[config.mk]
export PLATFORM = sky130hd
export DESIGN_NAME = z80_mem_cycle_ctrl_flat
export DESIGN_NICKNAME = d
export VERILOG_FILES = /design/src/rtl/z80_mem_cycle_ctrl_pkg.sv /design/src/rtl/z80_mem_cycle_ctrl_if.sv /design/src/rtl/z80_mem_cycle_ctrl_sync2.sv /design/src/rtl/z80_mem_cycle_ctrl.sv /design/src/flat_wrapper.sv
export SDC_FILE = /design/constraint.sdc
export NUM_CORES = 1
export LEC_CHECK = 0
export ABC_AREA = 1
export ABC_CLOCK_PERIOD_IN_PS = 3800
export BUFFER_PORTS_ARGS = -buffer_cell sky130_fd_sc_hd__buf_4
export CAP_MARGIN = 20
export CELL_PAD_IN_SITES_DETAIL_PLACEMENT = 1
export CELL_PAD_IN_SITES_GLOBAL_PLACEMENT = 1
export CORE_MARGIN = 5
export CORE_UTILIZATION = 42
export CTS_CLUSTER_SIZE = 28
export DETAILED_ROUTE_END_ITERATION = 8
export PLACE_DENSITY_LB_ADDON = 0.1
export SYNTH_ARGS = -nofsm -noshare
export SYNTH_HDL_FRONTEND = slang
export SYNTH_SLANG_ARGS = --single-unit
[constraint.sdc]
create_clock -name clock -period 3.8 [get_ports clock]
set_input_delay 1.14 -clock clock [delete_from_list [all_inputs] [get_ports clock]]
set_output_delay 1.14 -clock clock [all_outputs]
set_load 0.02 [all_outputs]
[src/rtl/z80_mem_cycle_ctrl_pkg.sv]
// z80_bus_pkg: shared state encodings and defaults for the Z80 memory cycle controller
package z80_bus_pkg;
  typedef enum logic {BOOT, RUN} boot_state_t;
  typedef enum logic [1:0] {IDLE, ACTIVE, HOLD} cyc_state_t;
  localparam logic [3:0] ROM_NIBBLE_DEF = 4'hF;
endpackage

[src/rtl/z80_mem_cycle_ctrl_if.sv]
// z80_mem_cycle_ctrl_if: raw Z80 strobes in, decoder-side memory cycle signals out
interface z80_mem_cycle_ctrl_if;
  logic mreq_n, rd_n, wr_n, m1_n, rfsh_n;
  logic [3:0] cpu_adr, dec_adr;
  logic memread, memwrite, reset_cs, boot, wait_n;
  modport master (
    output mreq_n, rd_n, wr_n, m1_n, rfsh_n, cpu_adr,
    input dec_adr, memread, memwrite, reset_cs, boot, wait_n
  );
  modport slave (
    input mreq_n, rd_n, wr_n, m1_n, rfsh_n, cpu_adr,
    output dec_adr, memread, memwrite, reset_cs, boot, wait_n
  );
endinterface

[src/rtl/z80_mem_cycle_ctrl_sync2.sv]
// sync2: two-flop synchroniser for an asynchronous active-low strobe, idles high
module sync2 (
  input  logic clk,
  input  logic rst,
  input  logic d,
  output logic q
);
  logic m;
  always_ff @(posedge clk or posedge rst)
    if (rst) {q, m} <= 2'b11;
    else {q, m} <= {m, d};
endmodule

[src/rtl/z80_mem_cycle_ctrl.sv]
// z80_mem_cycle_ctrl: clean memread/memwrite from Z80 strobes, boot phantom chip select and ROM wait states
module z80_mem_cycle_ctrl
  import z80_bus_pkg::*;
#(
  parameter int ROM_WAIT = 1,
  parameter logic [3:0] ROM_NIBBLE = ROM_NIBBLE_DEF
) (
  input logic clock,
  input logic reset,
  z80_mem_cycle_ctrl_if.slave bus
);
  localparam int WW = ROM_WAIT < 1 ? 1 : $clog2(ROM_WAIT + 1);
  logic mreq_s, rd_s, wr_s, m1_s, rfsh_s, rd_act, wr_act, rom_rd;
  logic arm, arm_d, rd_q, rd_d, wr_q, wr_d, wait_q, wait_d;
  logic [WW-1:0] wcnt, wcnt_d;
  logic [3:0] adr_q, adr_d, eff;
  cyc_state_t cs, cs_d;
  boot_state_t bs, bs_d;
  sync2 u_mreq (.clk(clock), .rst(reset), .d(bus.mreq_n), .q(mreq_s));
  sync2 u_rd   (.clk(clock), .rst(reset), .d(bus.rd_n),   .q(rd_s));
  sync2 u_wr   (.clk(clock), .rst(reset), .d(bus.wr_n),   .q(wr_s));
  sync2 u_m1   (.clk(clock), .rst(reset), .d(bus.m1_n),   .q(m1_s));
  sync2 u_rfsh (.clk(clock), .rst(reset), .d(bus.rfsh_n), .q(rfsh_s));
  // rd and wr low together is illegal, so neither strobe qualifies
  assign rd_act = !mreq_s && !rd_s && wr_s && rfsh_s;
  assign wr_act = !mreq_s && !wr_s && rd_s;
  assign eff = bs == BOOT ? ROM_NIBBLE : bus.cpu_adr;
  assign rom_rd = rd_act && eff == ROM_NIBBLE;
  always_comb begin
    cs_d = cs;
    bs_d = bs;
    adr_d = adr_q;
    arm_d = arm;
    wcnt_d = wcnt;
    rd_d = rd_q;
    wr_d = wr_q;
    wait_d = wait_q;
    case (cs)
      IDLE: if (rd_act || wr_act) begin
        cs_d = ACTIVE;
        adr_d = bus.cpu_adr;
        rd_d = rd_act;
        wr_d = wr_act;
        arm_d = rd_act && !m1_s && bus.cpu_adr == ROM_NIBBLE;
        wcnt_d = rom_rd ? WW'(ROM_WAIT) : '0;
        wait_d = wcnt_d == '0;
      end
      ACTIVE: if (!rd_act && !wr_act) begin
        cs_d = IDLE;
        rd_d = 1'b0;
        wr_d = 1'b0;
        wait_d = 1'b1;
      end else if (wcnt != '0) begin
        wcnt_d = wcnt - WW'(1);
        wait_d = wcnt_d == '0;
      end else begin
        cs_d = HOLD;
        wait_d = 1'b1;
      end
      HOLD: if (!rd_act && !wr_act) begin
        cs_d = IDLE;
        rd_d = 1'b0;
        wr_d = 1'b0;
        bs_d = arm ? RUN : bs;
      end
      default: cs_d = IDLE;
    endcase
  end
  always_ff @(posedge clock or posedge reset)
    if (reset) begin
      cs <= IDLE;
      bs <= BOOT;
      adr_q <= '0;
      arm <= 1'b0;
      wcnt <= '0;
      rd_q <= 1'b0;
      wr_q <= 1'b0;
      wait_q <= 1'b1;
    end else begin
      cs <= cs_d;
      bs <= bs_d;
      adr_q <= adr_d;
      arm <= arm_d;
      wcnt <= wcnt_d;
      rd_q <= rd_d;
      wr_q <= wr_d;
      wait_q <= wait_d;
    end
  assign bus.memread = rd_q;
  assign bus.memwrite = wr_q;
  assign bus.wait_n = wait_q;
  assign bus.boot = bs == BOOT;
  assign bus.reset_cs = bs == RUN;
  assign bus.dec_adr = bs == BOOT ? ROM_NIBBLE : adr_q;
endmodule

[src/flat_wrapper.sv]
// flat-port wrapper written by rule: the top's interface ports become plain ports
module z80_mem_cycle_ctrl_flat import z80_bus_pkg::*;
#(
  parameter int ROM_WAIT = 1,
  parameter logic [3:0] ROM_NIBBLE = ROM_NIBBLE_DEF
)
  (clock, reset, bus_mreq_n, bus_rd_n, bus_wr_n, bus_m1_n, bus_rfsh_n, bus_cpu_adr, bus_dec_adr, bus_memread, bus_memwrite, bus_reset_cs, bus_boot, bus_wait_n);
  z80_mem_cycle_ctrl_if bus_i ();
  input logic clock;
  input logic reset;
  input wire logic [$bits(bus_i.mreq_n)-1:0] bus_mreq_n;
  input wire logic [$bits(bus_i.rd_n)-1:0] bus_rd_n;
  input wire logic [$bits(bus_i.wr_n)-1:0] bus_wr_n;
  input wire logic [$bits(bus_i.m1_n)-1:0] bus_m1_n;
  input wire logic [$bits(bus_i.rfsh_n)-1:0] bus_rfsh_n;
  input wire logic [$bits(bus_i.cpu_adr)-1:0] bus_cpu_adr;
  output wire logic [$bits(bus_i.dec_adr)-1:0] bus_dec_adr;
  output wire logic [$bits(bus_i.memread)-1:0] bus_memread;
  output wire logic [$bits(bus_i.memwrite)-1:0] bus_memwrite;
  output wire logic [$bits(bus_i.reset_cs)-1:0] bus_reset_cs;
  output wire logic [$bits(bus_i.boot)-1:0] bus_boot;
  output wire logic [$bits(bus_i.wait_n)-1:0] bus_wait_n;
  assign bus_i.mreq_n = bus_mreq_n;
  assign bus_i.rd_n = bus_rd_n;
  assign bus_i.wr_n = bus_wr_n;
  assign bus_i.m1_n = bus_m1_n;
  assign bus_i.rfsh_n = bus_rfsh_n;
  assign bus_i.cpu_adr = bus_cpu_adr;
  assign bus_dec_adr = bus_i.dec_adr;
  assign bus_memread = bus_i.memread;
  assign bus_memwrite = bus_i.memwrite;
  assign bus_reset_cs = bus_i.reset_cs;
  assign bus_boot = bus_i.boot;
  assign bus_wait_n = bus_i.wait_n;
  z80_mem_cycle_ctrl #(.ROM_WAIT(ROM_WAIT), .ROM_NIBBLE(ROM_NIBBLE)) u_core (.clock(clock), .reset(reset), .bus(bus_i));
endmodule
==> flow_metrics.py <==
metrics = {
    "routing": {
        "drt_pre_antenna_iters": 4,
        "route.detailed.vias_per_inst": 4.757,
        "detailroute.via_count": 704,
        "detail_route.wirelength_um": 1968,
        "antenna_violating_nets_post_route": 0,
        "post_drt_wl_per_cell_um": 13.30,
        "routed_met1_length_um": 799,
        "met3_wirelength_um": 65,
        "topRoutingLayerUsed": "met4",
        "first_iter_violations": 3,
        "route.detailed.drc": 0,
        "met2_wirelength_from_detailed_routing_um": 1063,
    },
    "yosys": {
        "seq_area_frac_synth_pct": 59.81,
        "postSynthRegisterBits": 22,
        "postSynthCellCount": 97,
        "yosys_warnings": 0,
        "mean_area_per_synthesized_cell_um2": 9.726,
        "yosysTopAreaCellShare_pct": 30.64,
        "yosys-top-cells-area": "sky130_fd_sc_hd__dfstp_2 (31%), sky130_fd_sc_hd__dfrtp_1 (29%), sky130_fd_sc_hd__nand2_1 (13%)",
        "ys_types": 18,
        "yosys.area.top_type": "sky130_fd_sc_hd__dfstp_2",
        "netlist_area_um2": 943.4,
        "synthesis.nets": 112,
    },
    "placement": {
        "post-place-ws_ns": 1.715,
        "detailedPlacementHpwl_um": 1529,
        "place.port_buffers": 19,
        "postPlaceCellArea_um2": 1121,
        "gpl.final_weighted_congestion": 0.7575,
    },
    "power": {
        "ir_worst_vdd_v": 0.0003940,
        "leakage_nw": 0.5881,
        "p_per_area_nw_per_um2": 638.8,
    },
    "clock_tree": {
        "h-tree-depth": 1,
        "cts.clk_slew.worst_paths_ns": 0.12,
        "worst_skew_pair.late_latency_ns": 0.30,
        "post_cts_hold_buffer_count": 0,
        "ctsRootBufferMaster": "sky130_fd_sc_hd__clkbuf_4",
        "cts.path.max_buffers": 2,
        "tritoncts": "done",
        "cts_post_setup_buffers_inserted": 0,
        "clock_sink_count": 22,
        "cts_made_buffers": 3,
        "postCtsResizedCells": 0,
    },
    "sta": {
        "final_period_minus_worst_setup_slack_ns": 2.437,
        "min_period_over_period_pct": 64.13,
        "drv_slew": 0,
        "finalSetupTns_ns": 0,
        "fin_ws_ns": 1.363,
        "pin_slew_with_the_least_headroom_to_its_limit_ns": 0.8352,
        "relSlewSlack_pct": 44.26,
        "timing_hold_violations_final": 0,
        "rsz0062_at_grt": "false",
        "fmax_mhz": 410.3,
        "worst_hold_slack_ns": 0.3630,
        "finClkSkew_ns": 0.001834,
        "setup_violations": 0,
    },
    "floorplan": {
        "floorplan.initialDensity_pct": 43.48,
        "floorplan.die.width_um": 57.40,
        "num_io_pins": 20,
        "rows": 17,
        "fp.dieArea_um2": 3294,
        "placeableCoreArea_um2": 2170,
        "die_height_um": 57.40,
    },
    "job": {
        "max_cap_viol_count": 0,
    },
    "global_route": {
        "antenna_found_initial": 0,
        "grt_use_total_pct": 13.90,
        "grt_overflow_total": 0,
        "via_count_of_the_first_global_routing_pass": 767,
        "maximum_number_of_pins_on_one_net_before_global_route_repair": 23,
        "global_route_wire_length_before_repair_um": 3512,
    },
    "cells_and_area": {
        "syn_to_final_growth_pct": 22.68,
        "biggestRegsByFlops": "u_core.adr_q x4, u_core.cs x2",
        "number_of_flip_flops_in_the_largest_register": 4,
        "final.fill_count": 274,
        "diode_count": 0,
        "design.final.nets": 136,
        "drive_gt1_share_pct": 36.67,
        "largest_register": "u_core.adr_q",
        "final_core_utilization_pct": 53.34,
        "final_design_area_no_fill_um2": 1157,
    },
    "critical_path": {
        "timing.critical_path.cells": "inv_1 > or2_2 > buf_4",
        "path_buf_inv": 2,
        "cp-end-kind": "output port",
        "cp_data_arrival_time_ns": 1.30,
        "path_class": "reg2out",
        "cpLargestDelayFamily": "flip-flops",
        "critical-path-max-stage-delay_ns": 0.45,
        "worstPathRequired_ns": 2.66,
        "crit_path_max_fanout": 5,
        "worst_path_max_delay_cell": "sky130_fd_sc_hd__dfrtp_1",
        "worst_setup_path_start_kind": "flop",
    },
    "outcome": {
        "status": "complete, no violations",
    },
    "worst_hold_path": {
        "hp-class": "reg2reg",
    },
}
cell type report:
cell class	instances	area, um^2	area share (%)
well taps	28	35.03	3.027
inverters	13	53.80	4.649
repair buffers	19	142.6	12.32
clock buffers	4	36.28	3.135
flip-flops and latches	22	564.3	48.76
multi-input cells	62	325.3	28.11
synthesized netlist by cell type:
cell type                  number
sky130_fd_sc_hd__inv_1         12
sky130_fd_sc_hd__nand2_1       32
sky130_fd_sc_hd__dfstp_2       11
sky130_fd_sc_hd__nand3_1        5
sky130_fd_sc_hd__nor3_1         1
sky130_fd_sc_hd__nor2_1         2
sky130_fd_sc_hd__ha_1           4
sky130_fd_sc_hd__o21ai_0        3
sky130_fd_sc_hd__a21oi_1        1
sky130_fd_sc_hd__dfrtp_1       11
sky130_fd_sc_hd__or2_2          2
sky130_fd_sc_hd__nand2_2        3
sky130_fd_sc_hd__o21ai_1        3
sky130_fd_sc_hd__clkinv_4       1
sky130_fd_sc_hd__nand3_2        1
sky130_fd_sc_hd__nand2_4        2
sky130_fd_sc_hd__nor2_2         1
sky130_fd_sc_hd__nand4_1        2
cells by family after synthesis:
family / synth area share (%)
compound gates: 3.712
fa+ha+maj: 5.305
buf+inv: 5.703
simple gates: 25.46
flops: 59.81
metrics by stage:
| stage | power, mW | std cells |
|---|---|---|
| floorplan | 0.5135 | 97 |
| detailed placement | 0.6194 | 144 |
| global placement | 0.6031 | 144 |
| finish | 0.7394 | 148 |
| global route | 0.8064 | 148 |
| CTS | 0.7566 | 148 |
routing by layer:
layer / track usage (%) / up-vias
li1: - / 344
met1: 16.62 / 347
met2: 23.55 / 9
met3: 2.715 / 4
met4: 6.954 / 0
met5: 0 / -
report_power, final:
part / internal [mW] / switching, mW / leakage, nW
registers: 0.293 / 0.0299 / 0.259
logic: 0.110 / 0.180 / 0.308
clock network: 0.0585 / 0.0686 / 0.0210
total: 0.461 / 0.278 / 0.588
final timing paths:
check | start | end | slack [ns] | cells after the start
worst max-delay path | u_core.bus.reset_cs | bus_dec_adr[2] | 1.36 | 3
worst min-delay path | u_core.u_rfsh.m | u_core.u_rfsh.q | 0.36 | 0
worst max register to register | u_core.cs[0] | u_core.cs[0] | 2.38 | 8
worst min register to register | u_core.u_rfsh.m | u_core.u_rfsh.q | 0.36 | 0
max in group asynchronous | reset | u_core.wcnt | 2.30 | 2
min in group asynchronous | reset | u_core.adr_q[0] | 0.99 | 2
placed cells by master, fill, tap and decap left out, drive strengths merged, types with 3 or more instances in the layout:
master / count
ha: 4
dfrtp: 11
o21ai: 6
buf: 19
nand2: 37
clkbuf: 4
dfstp: 11
nor2: 3
nand3: 6
inv: 12
No activity file was read; power rests on OpenSTA's default activity.
